--- config.mk ---
export PLATFORM = sky130hd
export DESIGN_NAME = regfile_wb_arbiter
export DESIGN_NICKNAME = d
export VERILOG_FILES = /design/src/rtl/cotm32_pkg.sv /design/src/rtl/wb_fifo.sv /design/src/rtl/regfile_wb_arbiter.sv
export SDC_FILE = /design/constraint.sdc
export NUM_CORES = 1
export LEC_CHECK = 0
export CAP_MARGIN = 20
export CELL_PAD_IN_SITES_DETAIL_PLACEMENT = 1
export CELL_PAD_IN_SITES_GLOBAL_PLACEMENT = 2
export CORE_MARGIN = 5
export CORE_UTILIZATION = 30
export DETAILED_ROUTE_END_ITERATION = 12
export PLACE_DENSITY_LB_ADDON = 0.1
export RECOVER_POWER = 25
export REMOVE_ABC_BUFFERS = 1
export SLEW_MARGIN = 15
export SYNTH_ARGS = -nofsm -noshare
export SYNTH_HDL_FRONTEND = slang
export SYNTH_SLANG_ARGS = --single-unit
--- constraint.sdc ---
create_clock -name i_clk -period 2.3 [get_ports i_clk]
set_input_delay 0.345 -clock i_clk [delete_from_list [all_inputs] [get_ports i_clk]]
set_output_delay 0.345 -clock i_clk [all_outputs]
set_load 0.02 [all_outputs]
--- src/rtl/cotm32_pkg.sv ---
`default_nettype none
// ============================================================================
// Module      : cotm32_pkg
// Description : Shared core constants and types. Holds the architectural
//               widths and the register-file writeback entry used by the
//               writeback arbiter and its long-latency buffer.
// Contents    : XLEN, NUM_REGS, AW          - datapath / register geometry
//               WB_FIFO_DEPTH               - long-latency writeback buffer depth
//               WB_STARVE_LIMIT             - lost arbitrations before ALU throttle
//               wb_entry_t                  - {rd, data} writeback record
//               is_x0()                     - true for the hard-wired zero register
// Revision    : 1.0 - initial release
// ============================================================================
package cotm32_pkg;

  localparam int XLEN     = 32;
  localparam int NUM_REGS = 32;
  localparam int AW       = $clog2(NUM_REGS);

  localparam int WB_FIFO_DEPTH   = 2;
  localparam int WB_STARVE_LIMIT = 4;

  // One pending register-file write: destination and result.
  typedef struct packed {
    logic [AW-1:0]   rd;
    logic [XLEN-1:0] data;
  } wb_entry_t;

  // x0 reads as zero; writes to it are architecturally discarded.
  function automatic logic is_x0(input logic [AW-1:0] addr);
    return addr == '0;
  endfunction

endpackage
`default_nettype wire

--- src/rtl/wb_fifo.sv ---
`default_nettype none
// ============================================================================
// Module      : wb_fifo
// Description : Small synchronous FIFO for long-latency writeback results.
//               Strict in-order, first-word-fall-through head. Readiness is
//               derived from the registered occupancy only, so o_ready never
//               depends on i_pop in the same cycle.
// Parameters  : DEPTH - number of entries (power of two, >= 2)
//               T     - entry type
// Ports       : i_clk, i_rst_n        clock, async active-low reset
//               i_push, i_data        write request / data (taken when o_ready)
//               o_ready               occupancy below DEPTH
//               i_pop                 consume head (taken when o_valid)
//               o_valid, o_head       head present / head entry
// Revision    : 1.0 - initial release
// ============================================================================
module wb_fifo #(
  parameter int  DEPTH = 2,
  parameter type T     = logic [7:0]
) (
  input  logic i_clk,
  input  logic i_rst_n,
  input  logic i_push,
  output logic o_ready,
  input  T     i_data,
  input  logic i_pop,
  output logic o_valid,
  output T     o_head
);

  localparam int PW = (DEPTH > 1) ? $clog2(DEPTH) : 1;
  localparam logic [PW:0]   c_depth = (PW+1)'(DEPTH);
  localparam logic [PW-1:0] c_one   = PW'(1);

  T              r_mem [DEPTH];
  logic [PW-1:0] r_wptr;
  logic [PW-1:0] r_rptr;
  logic [PW:0]   r_count;

  logic w_push;
  logic w_pop;

  assign o_ready = (r_count < c_depth);
  assign o_valid = (r_count != '0);
  assign o_head  = r_mem[r_rptr];

  // A push into an empty FIFO only becomes visible at the head next cycle,
  // because o_valid is taken from the registered count.
  assign w_push = i_push && o_ready;
  assign w_pop  = i_pop  && o_valid;

  always_ff @(posedge i_clk or negedge i_rst_n) begin
    if (!i_rst_n) begin
      r_wptr  <= '0;
      r_rptr  <= '0;
      r_count <= '0;
    end else begin
      if (w_push) begin
        r_wptr <= r_wptr + c_one;
      end
      if (w_pop) begin
        r_rptr <= r_rptr + c_one;
      end
      case ({w_push, w_pop})
        2'b10:   r_count <= r_count + (PW+1)'(1);
        2'b01:   r_count <= r_count - (PW+1)'(1);
        default: r_count <= r_count;
      endcase
    end
  end

  // Storage needs no reset: nothing reads it until the count says it is valid.
  always_ff @(posedge i_clk) begin
    if (w_push) begin
      r_mem[r_wptr] <= i_data;
    end
  end

endmodule
`default_nettype wire

--- src/rtl/regfile_wb_arbiter.sv ---
`default_nettype none
// ============================================================================
// Module      : regfile_wb_arbiter
// Description : Write-side initiator for the core register file. Merges the
//               single-cycle ALU writeback with buffered long-latency
//               (LSU / MUL-DIV) results onto one write port, keeps a
//               per-register pending-write scoreboard for hazard stalls, and
//               throttles the ALU when the buffered head starves.
// Ports       : i_clk, i_rst_n                 clock, async active-low reset
//               i_issue_valid/i_issue_rd       long-latency op issuing
//               o_issue_ready                  destination is free
//               i_alu_we/i_alu_rd/i_alu_data   ALU writeback (no backpressure)
//               o_alu_stall                    registered ALU throttle
//               i_lsu_valid/i_lsu_rd/i_lsu_data, o_lsu_ready
//                                              long-latency result handshake
//               o_rf_we/o_rf_waddr/o_rf_wdata  register-file write port
//               i_rs1_addr/i_rs2_addr          scoreboard queries
//               o_rs1_busy/o_rs2_busy          pending long-latency write
// Notes       : The buffered entry type comes from cotm32_pkg, so XLEN and
//               NUM_REGS must stay at the package values.
// Revision    : 1.0 - initial release
// ============================================================================
module regfile_wb_arbiter #(
  parameter  int XLEN         = cotm32_pkg::XLEN,
  parameter  int NUM_REGS     = cotm32_pkg::NUM_REGS,
  parameter  int FIFO_DEPTH   = cotm32_pkg::WB_FIFO_DEPTH,
  parameter  int STARVE_LIMIT = cotm32_pkg::WB_STARVE_LIMIT,
  localparam int AW           = $clog2(NUM_REGS)
) (
  input  logic            i_clk,
  input  logic            i_rst_n,
  // long-latency issue
  input  logic            i_issue_valid,
  input  logic [AW-1:0]   i_issue_rd,
  output logic            o_issue_ready,
  // ALU writeback
  input  logic            i_alu_we,
  input  logic [AW-1:0]   i_alu_rd,
  input  logic [XLEN-1:0] i_alu_data,
  output logic            o_alu_stall,
  // long-latency writeback
  input  logic            i_lsu_valid,
  output logic            o_lsu_ready,
  input  logic [AW-1:0]   i_lsu_rd,
  input  logic [XLEN-1:0] i_lsu_data,
  // register-file write port
  output logic            o_rf_we,
  output logic [AW-1:0]   o_rf_waddr,
  output logic [XLEN-1:0] o_rf_wdata,
  // scoreboard queries
  input  logic [AW-1:0]   i_rs1_addr,
  input  logic [AW-1:0]   i_rs2_addr,
  output logic            o_rs1_busy,
  output logic            o_rs2_busy
);

  import cotm32_pkg::*;

  localparam int SW = $clog2(STARVE_LIMIT + 1);
  localparam logic [SW-1:0] c_starve_max = SW'(STARVE_LIMIT);

  wb_entry_t           w_push_entry;
  wb_entry_t           w_head;
  logic                w_head_valid;
  logic                w_alu_win;
  logic                w_pop;
  logic                w_issue_fire;

  logic [NUM_REGS-1:0] r_pending;
  logic [NUM_REGS-1:0] w_pending_next;

  logic [SW-1:0]       r_starve;
  logic [SW-1:0]       w_starve_next;
  logic                r_alu_stall;

  // --------------------------------------------------------------------------
  // Long-latency writeback buffer
  // --------------------------------------------------------------------------
  assign w_push_entry = '{rd: i_lsu_rd, data: i_lsu_data};

  wb_fifo #(
    .DEPTH (FIFO_DEPTH),
    .T     (wb_entry_t)
  ) u_wb_fifo (
    .i_clk   (i_clk),
    .i_rst_n (i_rst_n),
    .i_push  (i_lsu_valid),
    .o_ready (o_lsu_ready),
    .i_data  (w_push_entry),
    .i_pop   (w_pop),
    .o_valid (w_head_valid),
    .o_head  (w_head)
  );

  // --------------------------------------------------------------------------
  // Arbitration: a real ALU write always wins; an ALU write to x0 is a
  // no-op and lets the buffered head through.
  // --------------------------------------------------------------------------
  assign w_alu_win = i_alu_we && !is_x0(i_alu_rd);
  assign w_pop     = w_head_valid && !w_alu_win;

  always_comb begin
    o_rf_we    = 1'b0;
    o_rf_waddr = '0;
    o_rf_wdata = '0;
    // The write enable is gated by the raw reset so nothing reaches the
    // register file while reset is held, whatever the ALU is driving.
    if (i_rst_n) begin
      if (w_alu_win) begin
        o_rf_we    = 1'b1;
        o_rf_waddr = i_alu_rd;
        o_rf_wdata = i_alu_data;
      end else if (w_head_valid) begin
        // A buffered result for x0 still drains, it just does not write.
        o_rf_we    = !is_x0(w_head.rd);
        o_rf_waddr = w_head.rd;
        o_rf_wdata = w_head.data;
      end
    end
  end

  // --------------------------------------------------------------------------
  // Pending-write scoreboard. Issue is refused while the bit is set, even in
  // the cycle its clear is happening, so set and clear never collide.
  // --------------------------------------------------------------------------
  assign o_issue_ready = is_x0(i_issue_rd) || !r_pending[i_issue_rd];
  assign w_issue_fire  = i_issue_valid && o_issue_ready && !is_x0(i_issue_rd);

  always_comb begin
    w_pending_next = r_pending;
    if (w_pop) begin
      w_pending_next[w_head.rd] = 1'b0;
    end
    if (w_issue_fire) begin
      w_pending_next[i_issue_rd] = 1'b1;
    end
    w_pending_next[0] = 1'b0;
  end

  always_ff @(posedge i_clk or negedge i_rst_n) begin
    if (!i_rst_n) begin
      r_pending <= '0;
    end else begin
      r_pending <= w_pending_next;
    end
  end

  // No same-cycle bypass: the register file's write-through covers the pop.
  assign o_rs1_busy = r_pending[i_rs1_addr];
  assign o_rs2_busy = r_pending[i_rs2_addr];

  // --------------------------------------------------------------------------
  // Starvation throttle. Counts consecutive cycles the head loses to the ALU;
  // any pop or an empty buffer restarts the count. The stall flop follows the
  // next count, so it rises together with the count reaching the limit and
  // drops the cycle after the head finally drains.
  // --------------------------------------------------------------------------
  always_comb begin
    w_starve_next = '0;
    if (w_head_valid && w_alu_win) begin
      w_starve_next = (r_starve == c_starve_max) ? r_starve : r_starve + SW'(1);
    end
  end

  always_ff @(posedge i_clk or negedge i_rst_n) begin
    if (!i_rst_n) begin
      r_starve    <= '0;
      r_alu_stall <= 1'b0;
    end else begin
      r_starve    <= w_starve_next;
      r_alu_stall <= (w_starve_next == c_starve_max);
    end
  end

  assign o_alu_stall = r_alu_stall;

  // --------------------------------------------------------------------------
  // Protocol checks (ignored by synthesis)
  // --------------------------------------------------------------------------
  a_alu_while_stalled : assert property (
    @(posedge i_clk) disable iff (!i_rst_n)
    !(i_alu_we && o_alu_stall));

  a_alu_waw_on_pending : assert property (
    @(posedge i_clk) disable iff (!i_rst_n)
    !(i_alu_we && r_pending[i_alu_rd]));

  a_push_rd_not_pending : assert property (
    @(posedge i_clk) disable iff (!i_rst_n)
    !(i_lsu_valid && o_lsu_ready && !is_x0(i_lsu_rd) && !r_pending[i_lsu_rd]));

endmodule
`default_nettype wire
Word-level counts from Yosys, hierarchy flattened --
Memory sizes are Yosys's and may differ from the RTL's. Index checks and enable logic that the tools add are counted.
Word-level totals: register bits after elaboration 39, memory bits (writable) 74, output and inout port bits 43, logic and storage cells 72, memories kept 1
Operators by class: add/sub/neg operators 5, order comparisons 7, equal/unequal tests 4, multiplexer cells 26, bitwise gates (word level) 3, reduce and logical (&&, ||, !) cells 20
Memories:
- u_wb_fifo.r_mem | depth 2, width 37, rd ports 1, clocked after Yosys merged registers in 0, write ports 1, RTL line wb_fifo.sv:35 | T r_mem [DEPTH];
Operators by type and width (count):
- 32-bit two-way mux | 5
- 32-bit AND | 1
- 32-bit inverter | 1
- 32-bit OR | 1
- 5-bit by 6-bit less-than comparator with 1-bit output (second input constant) | 4
- 1-bit binary-select mux with 5-bit select | 3
- 5-bit logical NOT | 3
- 5-bit two-way mux | 3
- 1-bit demux with 5-bit select | 2
- 5-bit by 1-bit greater-or-equal comparator with 1-bit output (second input constant) | 2
- 1-bit two-way mux | 10
- 1-bit logical AND | 9
- 3-bit == test (second input constant) | 2
- 3-bit two-way mux | 2
- 1-bit logical NOT | 5
- 2-bit one-hot mux with 2 select lines | 1
- 2-bit nonzero test | 2
- 3-bit by 1-bit adder with 3-bit output (second input constant) | 1
- 1-bit adder (second input constant) | 2
- 2-bit by 1-bit adder with 2-bit output (second input constant) | 1
- 2-bit by 1-bit == test with 1-bit output (second input constant) | 1
- 2-bit == test (second input constant) | 1
- 2-bit less-than comparator (second input constant) | 1
- 2-bit by 1-bit subtractor with 2-bit output (second input constant) | 1
- 1-bit logical OR | 1

Depth between registers and ports, before layout --
Gate-level depths: netlist of the first run. An unclocked memory read counts as a cell.
word-level depth 10, depth in mapped cells 9

Modules after synthesis --
A second synthesis of the first run with hierarchy kept.
Unflattened totals: cells, all modules 520, area total of the unflattened synthesis 6286.0 µm²
Modules (own cells, without submodules):
- regfile_wb_arbiter | instances 1, cells each 388, area an instance 3340.7 µm², seq. area each 875.8 µm²
- wb_fifo | instances 1, cells each 132, area an instance 2945.3 µm², seq. area each 2322.2 µm²

Worst setup path after synthesis of the first run --
OpenSTA, ideal clock, no wires.
path kind flip-flop to flip-flop, start register u_wb_fifo.r_count[1], end memory u_wb_fifo.r_mem[0][0] in the netlist's numbering, enable pin, library setup time 0.431 ns, arrival time 2.293 ns, data required time 1.869 ns, slack -0.424 ns, cell stages (with the launch flop) 4, buffers on the path 0, clock period less this slack 2.724 ns, path through dfrtp_1 > inv_1 > nand2_1 > nor2_1
Between the ends: cells in the longest elaborated chain, start to end 4
Ends and longest elaborated chain:
- from (decl) | RTL line wb_fifo.sv:38 | logic [PW:0] r_count;
- from (signal assigned) | RTL line wb_fifo.sv:65 | 2'b10: r_count <= r_count + (PW+1)'(1);
- from (signal assigned) | RTL line wb_fifo.sv:66 | 2'b01: r_count <= r_count - (PW+1)'(1);
- from (signal assigned) | RTL line wb_fifo.sv:67 | default: r_count <= r_count;
- 2-bit less-than comparator | RTL line wb_fifo.sv:43 | assign o_ready = (r_count < c_depth);
- net o_lsu_ready | RTL line regfile_wb_arbiter.sv:43 | output logic o_lsu_ready,
- 1-bit logical AND | RTL line wb_fifo.sv:49 | assign w_push = i_push && o_ready;
- 1-bit two-way mux | RTL line wb_fifo.sv:74 | if (w_push) begin
- 1-bit two-way mux (not written as such) | RTL line wb_fifo.sv:75 | r_mem[r_wptr] <= i_data;
- to (decl) | RTL line wb_fifo.sv:35
The timed path passes the listed nets, and every way through them passes these cells.

Worst setup path in the final report of the first run --
start register r_pending[27], end output port o_rs1_busy
Between the ends: cells in the longest elaborated chain, start to end 2
Ends and longest elaborated chain:
- from (decl) | RTL line regfile_wb_arbiter.sv:69 | logic [NUM_REGS-1:0] r_pending;
- from (signal assigned) | RTL line regfile_wb_arbiter.sv:144 | r_pending <= w_pending_next;
- 1-bit binary-select mux with 5-bit select | RTL line regfile_wb_arbiter.sv:149 | assign o_rs1_busy = r_pending[i_rs1_addr];
- 1-bit two-way mux (not written as such) | RTL line regfile_wb_arbiter.sv:149
- to (decl) | RTL line regfile_wb_arbiter.sv:53 | output logic o_rs1_busy,
No other way between the ends. The select of a mux whose other input is x is not followed.

==> results of run 1 <==
-- worst max path at each step --
stage / start / end
after floorplan: u_wb_fifo.r_rptr / o_rf_we
after global placement: i_issue_rd[0] / o_issue_ready
after detailed placement: i_issue_rd[0] / o_issue_ready
after CTS: r_pending[26] / o_rs1_busy
after global routing: r_pending[26] / o_rs1_busy
final: r_pending[27] / o_rs1_busy
-- registers in the layout, summed over array words and instances (netlist names) --
signal / flops
o_alu_stall: 1
r_pending: 31
r_starve: 3
u_wb_fifo.r_count: 2
u_wb_fifo.r_mem: 74
u_wb_fifo.r_rptr: 1
u_wb_fifo.r_wptr: 1
-- metal layers --
| metal | track usage [%] | routed length [µm] | up-vias |
|---|---|---|---|
| li1 | - | - | 2565 |
| met1 | 21.96 | 8977 | 2706 |
| met2 | 31.63 | 10960 | 117 |
| met3 | 4.868 | 1041 | 31 |
| met4 | 5.887 | 385 | 6 |
| met5 | 0 | 26 | - |
-- where the power goes --
part           total (W)  internal, W  switching, W
combinational    0.00452      0.00222       0.00230
sequential       0.00310      0.00277      0.000332
clock            0.00275      0.00181      0.000946
total             0.0104      0.00680       0.00358
-- cell usage after synthesis, types with 6 or more instances --
library cell,count,area share [%]
sky130_fd_sc_hd__o21ai_0,21,1.7
sky130_fd_sc_hd__inv_1,12,0.72
sky130_fd_sc_hd__a21oi_1,7,0.56
sky130_fd_sc_hd__nand3_1,49,3.9
sky130_fd_sc_hd__nor2b_1,8,0.80
sky130_fd_sc_hd__mux4_2,15,5.4
sky130_fd_sc_hd__a21boi_0,35,4.2
sky130_fd_sc_hd__mux2_2,35,6.3
sky130_fd_sc_hd__dfrtp_1,39,16
sky130_fd_sc_hd__clkbuf_1,26,1.6
sky130_fd_sc_hd__nor2_1,20,1.2
sky130_fd_sc_hd__buf_2,9,0.72
sky130_fd_sc_hd__nand3b_1,8,0.96
sky130_fd_sc_hd__nand2_1,53,3.2
sky130_fd_sc_hd__edfxtp_1,74,35
sky130_fd_sc_hd__o41ai_1,24,3.3
sky130_fd_sc_hd__a22o_1,7,0.98
sky130_fd_sc_hd__o22ai_1,6,0.60
sky130_fd_sc_hd__mux2i_1,21,3.3
-- worst max-delay path: stages (launching register included) --
cell and delay [ps]:
sky130_fd_sc_hd__dfrtp_1 420, sky130_fd_sc_hd__buf_6 150, sky130_fd_sc_hd__mux4_2 470, sky130_fd_sc_hd__nor3b_1 170
sky130_fd_sc_hd__o31ai_2 230, sky130_fd_sc_hd__o311ai_1 130, sky130_fd_sc_hd__buf_2 180
-- through the flow --
stage	util, %	hold slack (ps)	total power, W
2_1_floorplan	-	49.41	0.005177
3_3_place_gp	41.37	438.7	0.007181
3_5_place_dp	41.37	454.4	0.007287
4_1_cts	44.67	10.37	0.01014
5_1_grt	46.61	445.8	0.01096
6_report	46.64	344.2	0.01038
-- cells by family after synthesis --
logic type,after synthesis,synth area share (%)
adder cells (fa/ha/maj),3,0.5983
XOR/XNOR,6,0.8375
AO/OA/AOI/OAI,133,15.47
AND/OR/NAND/NOR,164,13.10
flip-flops,113,50.97
buffers and inverters,56,4.008
multiplexers,71,15.01
-- repair_timing --
item,CTS,global route
resized for setup,264,117
setup buffers,9,4
gates cloned,2,0
pin swaps,10,31
endpoints found under the setup margin,42,41
-- final cells by class --
type / instances / area share (%)
Clock inverter: 14 / 1.946
Sequential cell: 113 / 32.95
Inverter: 12 / 0.4639
Clock buffer: 18 / 4.420
Multi-Input combinational cell: 377 / 32.74
Tap cell: 275 / 3.543
Antenna cell: 2 / 0.05154
Timing Repair Buffer: 242 / 23.89
==> results.txt, run 1 <==
* Max frequency: 401.9 MHz
- In this run the tightest slew margin relative to its limit is 56.30%.
- Critical path data arrival time: 2140 ps
* Violated checks: setup timing
- For the pin with the worst max-slew slack, the measured transition is 655.5 ps.
- The tree is rooted in a sky130_fd_sc_hd__clkbuf_16.
- The finished cells cover 9711 µm².
* Critical Path Start Type: register
* Run status: complete, but fails checks
- The floorplan has 53 rows.
- In this run the mean area of a mapped cell was 11.49 µm².
* Max-cap violation count: 0
- Summed over all nets, the half-perimeter wirelength after detailed placement is 15,450 µm.
- Entering global routing, the biggest net connects 34 pins.
- Synth warnings: 0
- Using the TritonRoute via totals, the vias-per-cell ratio works out to 5.152.
- In this run, synthesis inferred 74 flip-flops with an integrated enable.
- For this run, the number of standard cells in the final layout without fillers is 1,053.
* Leftover overflow at the end of global routing: 0
* First-pass GRT wire length: 34,310 µm
- Setup slack on the worst reg-to-reg path comes out at 280 ps.
- The analysis attributes to cell leakage a power of 3.759 nW.
- Async set-reset flop share out of synthesis: 34.51%
- Setup skew after layout: 10.79 ps
- The tightest min-delay check is of the input pin to asynchronous set/reset pin type.
* Reg clk slew, reported paths: 50 ps
* Smallest setup slack after layout: -188.2 ps
- Final Routed Wirelength: 21,390 µm
- RR Startpoint: r_pending[10]
- Most used DFF post-synth: sky130_fd_sc_hd__edfxtp_1
* Vias in the first global route: 6,190
- Clock latency on the worst-skew pair, taken at its later pin, is 410 ps.
- Final Wtd Congestion: 0.8591
- Initial standard-cell utilization of the core: 30.13%
* Multi-input gate area: 3179 µm²
* Max IR drop VDD: 0.5872 mV
- Sum Neg Setup Slack: -408.7 ps
- For this design the top-level I/O count stands at 137.
- Global routing used 18.21% of the available tracks.
* Clock buffer depth: 2
- The die covers 23,910 µm².
- Destination of the worst register-to-register timing path: r_pending[11]
- The cell count after synthesis came out at 546.
- The number of different library cells used by synthesis comes to 55.
* Placed insts: 1,005
* Most common cell after layout, fill and taps aside: sky130_fd_sc_hd__buf_4
* Power density over cell area: 1069 nW/µm²
- TritonCTS built the clock tree.
- Count of final hold-check violations: 0
- The initial antenna violation count is 5.
- Cell area after placement: 8613 µm²
* Crit path required time: 1960 ps
- The die is 154.6 µm wide.
- Setup repair after global routing could not meet its margin everywhere.
- Summing the sequential cell areas from Yosys gives 50.97% of the chip area.
- Placeable core area: 20,820 µm²
* Post-synthesis sequential element count: 113
* First-pass DRT Iterations: 4
- The critical path in this run is classified as register to output pin.
* Number of H-tree levels: 4
- Vias: 5,425
- OpenSTA, run right after detailed placement, puts the worst setup slack at -907.4 ps.
- Clock tree synthesis inserted a total of 17 buffers.
- Post-route DRC: 0
- The clock net in this run drives a total of 113 sinks.
- The number of hold buffers added after CTS was 0.
* Floorplan die height: 154.6 µm
* Number of buffers inserted by port buffering: 136
* Most frequent cells in the layout: sky130_fd_sc_hd__buf_4, sky130_fd_sc_hd__edfxtp_1, sky130_fd_sc_hd__clkdlybuf4s50_1, sky130_fd_sc_hd__nand2_1, sky130_fd_sc_hd__dfrtp_1
* Endpoints failing setup: 6
- Once detail routing completed, the nets flagged for antenna violations numbered 0.
* Final cycle utilization of the critical path: 108.2%
- The worst path in the final design needs a cycle of 2488 ps, including I/O delays and setup.
* Cell Area, Synth: 6275 µm²
- Crit. End Element: output pin
- Sequential cell area: 3199 µm²
- Starting DRC count in detailed routing: 305
* Detailed-route wire length per cell: 20.31 µm
- Along the worst path, the maximum fanout reaches 3.
* Net count reported at finish: 860
- From synthesis to final layout, the design area changed by 54.76%.
- In the final layout, the share of cells above drive strength 1 is 37.50%.
* Final count of pins violating max slew: 0
- Counting the fill cells in the layout gives 2,195.
- Reg2Reg Depth: 5
No activity file was read; power rests on OpenSTA's default activity.
==> run 2, diff against run 1 <==
--- a/config.mk
+++ b/config.mk
@@ -10,9 +10,10 @@
 export CELL_PAD_IN_SITES_GLOBAL_PLACEMENT = 2
 export CORE_MARGIN = 5
 export CORE_UTILIZATION = 30
+export CTS_CLUSTER_DIAMETER = 30
 export DETAILED_ROUTE_END_ITERATION = 12
 export PLACE_DENSITY_LB_ADDON = 0.1
-export RECOVER_POWER = 25
+export RECOVER_POWER = 100
 export REMOVE_ABC_BUFFERS = 1
 export SLEW_MARGIN = 15
 export SYNTH_ARGS = -nofsm -noshare
==> run 2 against run 1 <==
  * The flow still finishes with violations (setup timing)
  * Non-clock buffer count unchanged
  * Sequential power about the same
  * Global-route usage unchanged
  * Via count increased by 0.37%
  * Die area unchanged
  * Fmax increased by 0.51%
  * Clock skew decreased by 2.8 ps
  * Wire length increased by 0.24%
  * Register-to-register slack got worse by 190 ps
==> results.txt, run 2 (synthesized netlist as in run 1, its figures left out) <==
- The flow ran to the end, but the final reports show violations.
- Violated checks: setup timing
* Slew at the pin closest to its max-slew limit: 800.9 ps
- Count of final hold-check violations: 0
- Setup slack on the worst flop-to-flop path: 90 ps
* Multi-input gate area: 3163 µm²
- Input and output buffers added on the ports amount to 136.
- The layout has 2,202 filler cells.
- The slowest stage of the critical path belongs to the cell sky130_fd_sc_hd__mux4_2.
- The first global-routing pass estimated 34,310 µm of wire.
- For this run, design rule violations remaining after detail routing come to 0.
- Detailed-route wire length per cell: 20.34 µm
- Placeable core area: 20,820 µm²
- Maximum cell stage delay along the critical path: 450 ps
- The number of global-route vias before repair was 6,190.
- The worst-case IR drop observed on VDD is 0.5878 mV.
- Headroom to the max-slew limit came out at 46.61%.
* Floorplan die height: 154.6 µm
- After legalization and detailed placement, the total HPWL measured 15,450 µm.
- Cell area after placement: 8613 µm²
* Critical path class: register to output pin
- Number of H-tree levels: 4
* Clk_lat worst skew: 410 ps
* Final critical path time including I/O delays and setup: 2476 ps
* Detail Route Antenna Nets: 0
- Smallest setup slack after layout: -175.6 ps
- Across all layers, the routed design uses 5,445 vias.
* Number of buffers inserted during clock tree synthesis: 17
- TritonCTS built the clock tree.
- Traced cell by cell, the critical path runs through buf_6 > mux4_2 > a32o_2 > o31ai_2 > o311ai_1 > buf_2.
- The clock passes through at most 2 buffers.
- Most common cell after layout, fill and taps aside: sky130_fd_sc_hd__buf_4
- For this run, the top clock speed supported by timing is 403.9 MHz.
- Buffer and inverter count on the worst path: 2
* Placed insts: 1,005
* Most frequent cells in the layout: sky130_fd_sc_hd__buf_4, sky130_fd_sc_hd__edfxtp_1, sky130_fd_sc_hd__nand2_1, sky130_fd_sc_hd__clkdlybuf4s50_1, sky130_fd_sc_hd__dlygate4sd3_1
* Worst min-delay path category: input pin to asynchronous set/reset pin
* Cell family with the largest share of critical-path delay: compound AO/OA/AOI/OAI gates
- The worst path uses 107.6% of the clock period.
- The post-route netlist has 36.34% of its cells at a drive strength greater than 1.
* Total global-route track usage: 18.21%
- The sequential cells in the finished layout cover a total of 3198 µm².
* Largest registers: u_wb_fifo.r_mem: 74 flops, r_pending: 31 flops, r_starve: 3 flops
- Before CTS, the worst setup slack after placement is -907.4 ps.
- Starting DRC count in detailed routing: 310
- For this configuration, the core starts out at a cell density of 30.13%.
- Number of antenna violations at the first check in global routing: 9
* Total Die Area: 23,910 µm²
- 137 I/O pins were placed.
- Counting cells, the worst reg-to-reg path comes to 5.
- Power density over cell area: 1067 nW/µm²
* Crit. End Element: output pin
* Leak: 3.743 nW
* First-pass DRT Iterations: 4
* Final Routed Wirelength: 21,440 µm
- The cell sitting at the root of the clock tree is a sky130_fd_sc_hd__clkbuf_16.
* Final instance area: 9648 µm²
- The clock net in this run drives a total of 113 sinks.
- The endpoint identified for the worst register-to-register timing path is r_pending[13].
- Worst hold-check slack: 337.1 ps
* Area growth from synthesis to layout: 53.76%
- Reg clk slew, reported paths: 50 ps
- After clock tree synthesis, the flow added hold-fix buffers numbering 0.
- Crit path required time: 1960 ps
- Final Wtd Congestion: 0.8591
- Row generation in the floorplan step produced 53 rows.
* Endpoints failing setup: 34
- Data on the critical path arrives at its endpoint at 2130 ps.
- Counting flops per register, the top entry is u_wb_fifo.r_mem.
- Final count of pins violating max slew: 0
- Net count reported at finish: 860
- On the final layout, the worst clock skew is 8.010 ps.
- Setup repair after global routing could not meet its margin everywhere.
* CP max FO: 3
- Max-cap violations in this run came to 0.
- Measured along the x axis, the die boundary spans 154.6 µm.
* Flip-flop count of the largest register, all copies and words added: 74
* RR Startpoint: u_wb_fifo.r_count[1]
- Critical Path Start Type: register
- The count of cells in the finished layout, fillers not included, comes to 1,054.
- Routed via count divided by cell count: 5.166
- Summed over all layers, the global routing overflow is 0.
- Entering global routing, the biggest net connects 34 pins.
==> run 2: layer usage <==
| layer | part of all wire [%] | GRT usage, % |
|---|---|---|
| met1 | 43 | 21.96 |
| met2 | 51 | 31.63 |
| met3 | 4.4 | 4.868 |
| met4 | 1.7 | 5.887 |
| met5 | 0.28 | 0 |
==> run 2: worst max path at each step <==
stage               slack [ps]            end        startpoint  cells past startpoint
floorplan                 -540        o_rf_we  u_wb_fifo.r_rptr                      4
CTS                       -200     o_rs1_busy     r_pending[26]                      6
global route              -270     o_rs1_busy     r_pending[26]                      6
detailed placement        -910  o_issue_ready     i_issue_rd[0]                      7
global placement          -890  o_issue_ready     i_issue_rd[0]                      7
finish                    -180     o_rs1_busy     r_pending[26]                      6
==> run 2: report_power, final <==
| part | internal, W | switching [W] |
|---|---|---|
| clock network | 0.00181 | 0.000942 |
| logic | 0.00215 | 0.00230 |
| registers | 0.00277 | 0.000327 |
| total | 0.00673 | 0.00357 |
==> run 2: through the flow <==
stage / setup TNS (ps) / power (W) / utilization (%)
final: -1483 / 0.01030 / 46.33
after CTS: -451.1 / 0.01014 / 44.67
after detailed placement: -35840 / 0.007287 / 41.37
after floorplan: -34870 / 0.005177 / -
after global placement: -33990 / 0.007181 / 41.37
after global routing: -5588 / 0.01088 / 46.31
==> run 2: timing repair <==
| item | in CTS | in global routing |
|---|---|---|
| pin swaps | 10 | 31 |
| gates resized for setup | 264 | 117 |
| gates cloned | 2 | 0 |
| setup endpoints to repair | 42 | 41 |
| buffers inserted | 9 | 4 |
==> run 2: final cells by class <==
| type | count | share of cell area, % |
|---|---|---|
| Antenna cell | 3 | 0.07781 |
| Clock buffer | 18 | 4.448 |
| Clock inverter | 14 | 1.958 |
| Inverter | 12 | 0.4669 |
| Multi-Input combinational cell | 377 | 32.78 |
| Sequential cell | 113 | 33.15 |
| Tap cell | 275 | 3.566 |
| Timing Repair Buffer | 242 | 23.55 |
==> run 2: worst reg2reg max path, cell delays in order (launching register included) <==
cell and delay (ps):
sky130_fd_sc_hd__dfrtp_1 370, sky130_fd_sc_hd__or2_1 430, sky130_fd_sc_hd__clkbuf_2 290, sky130_fd_sc_hd__nand2_1 330
sky130_fd_sc_hd__o41ai_1 490, sky130_fd_sc_hd__o21ai_0 160
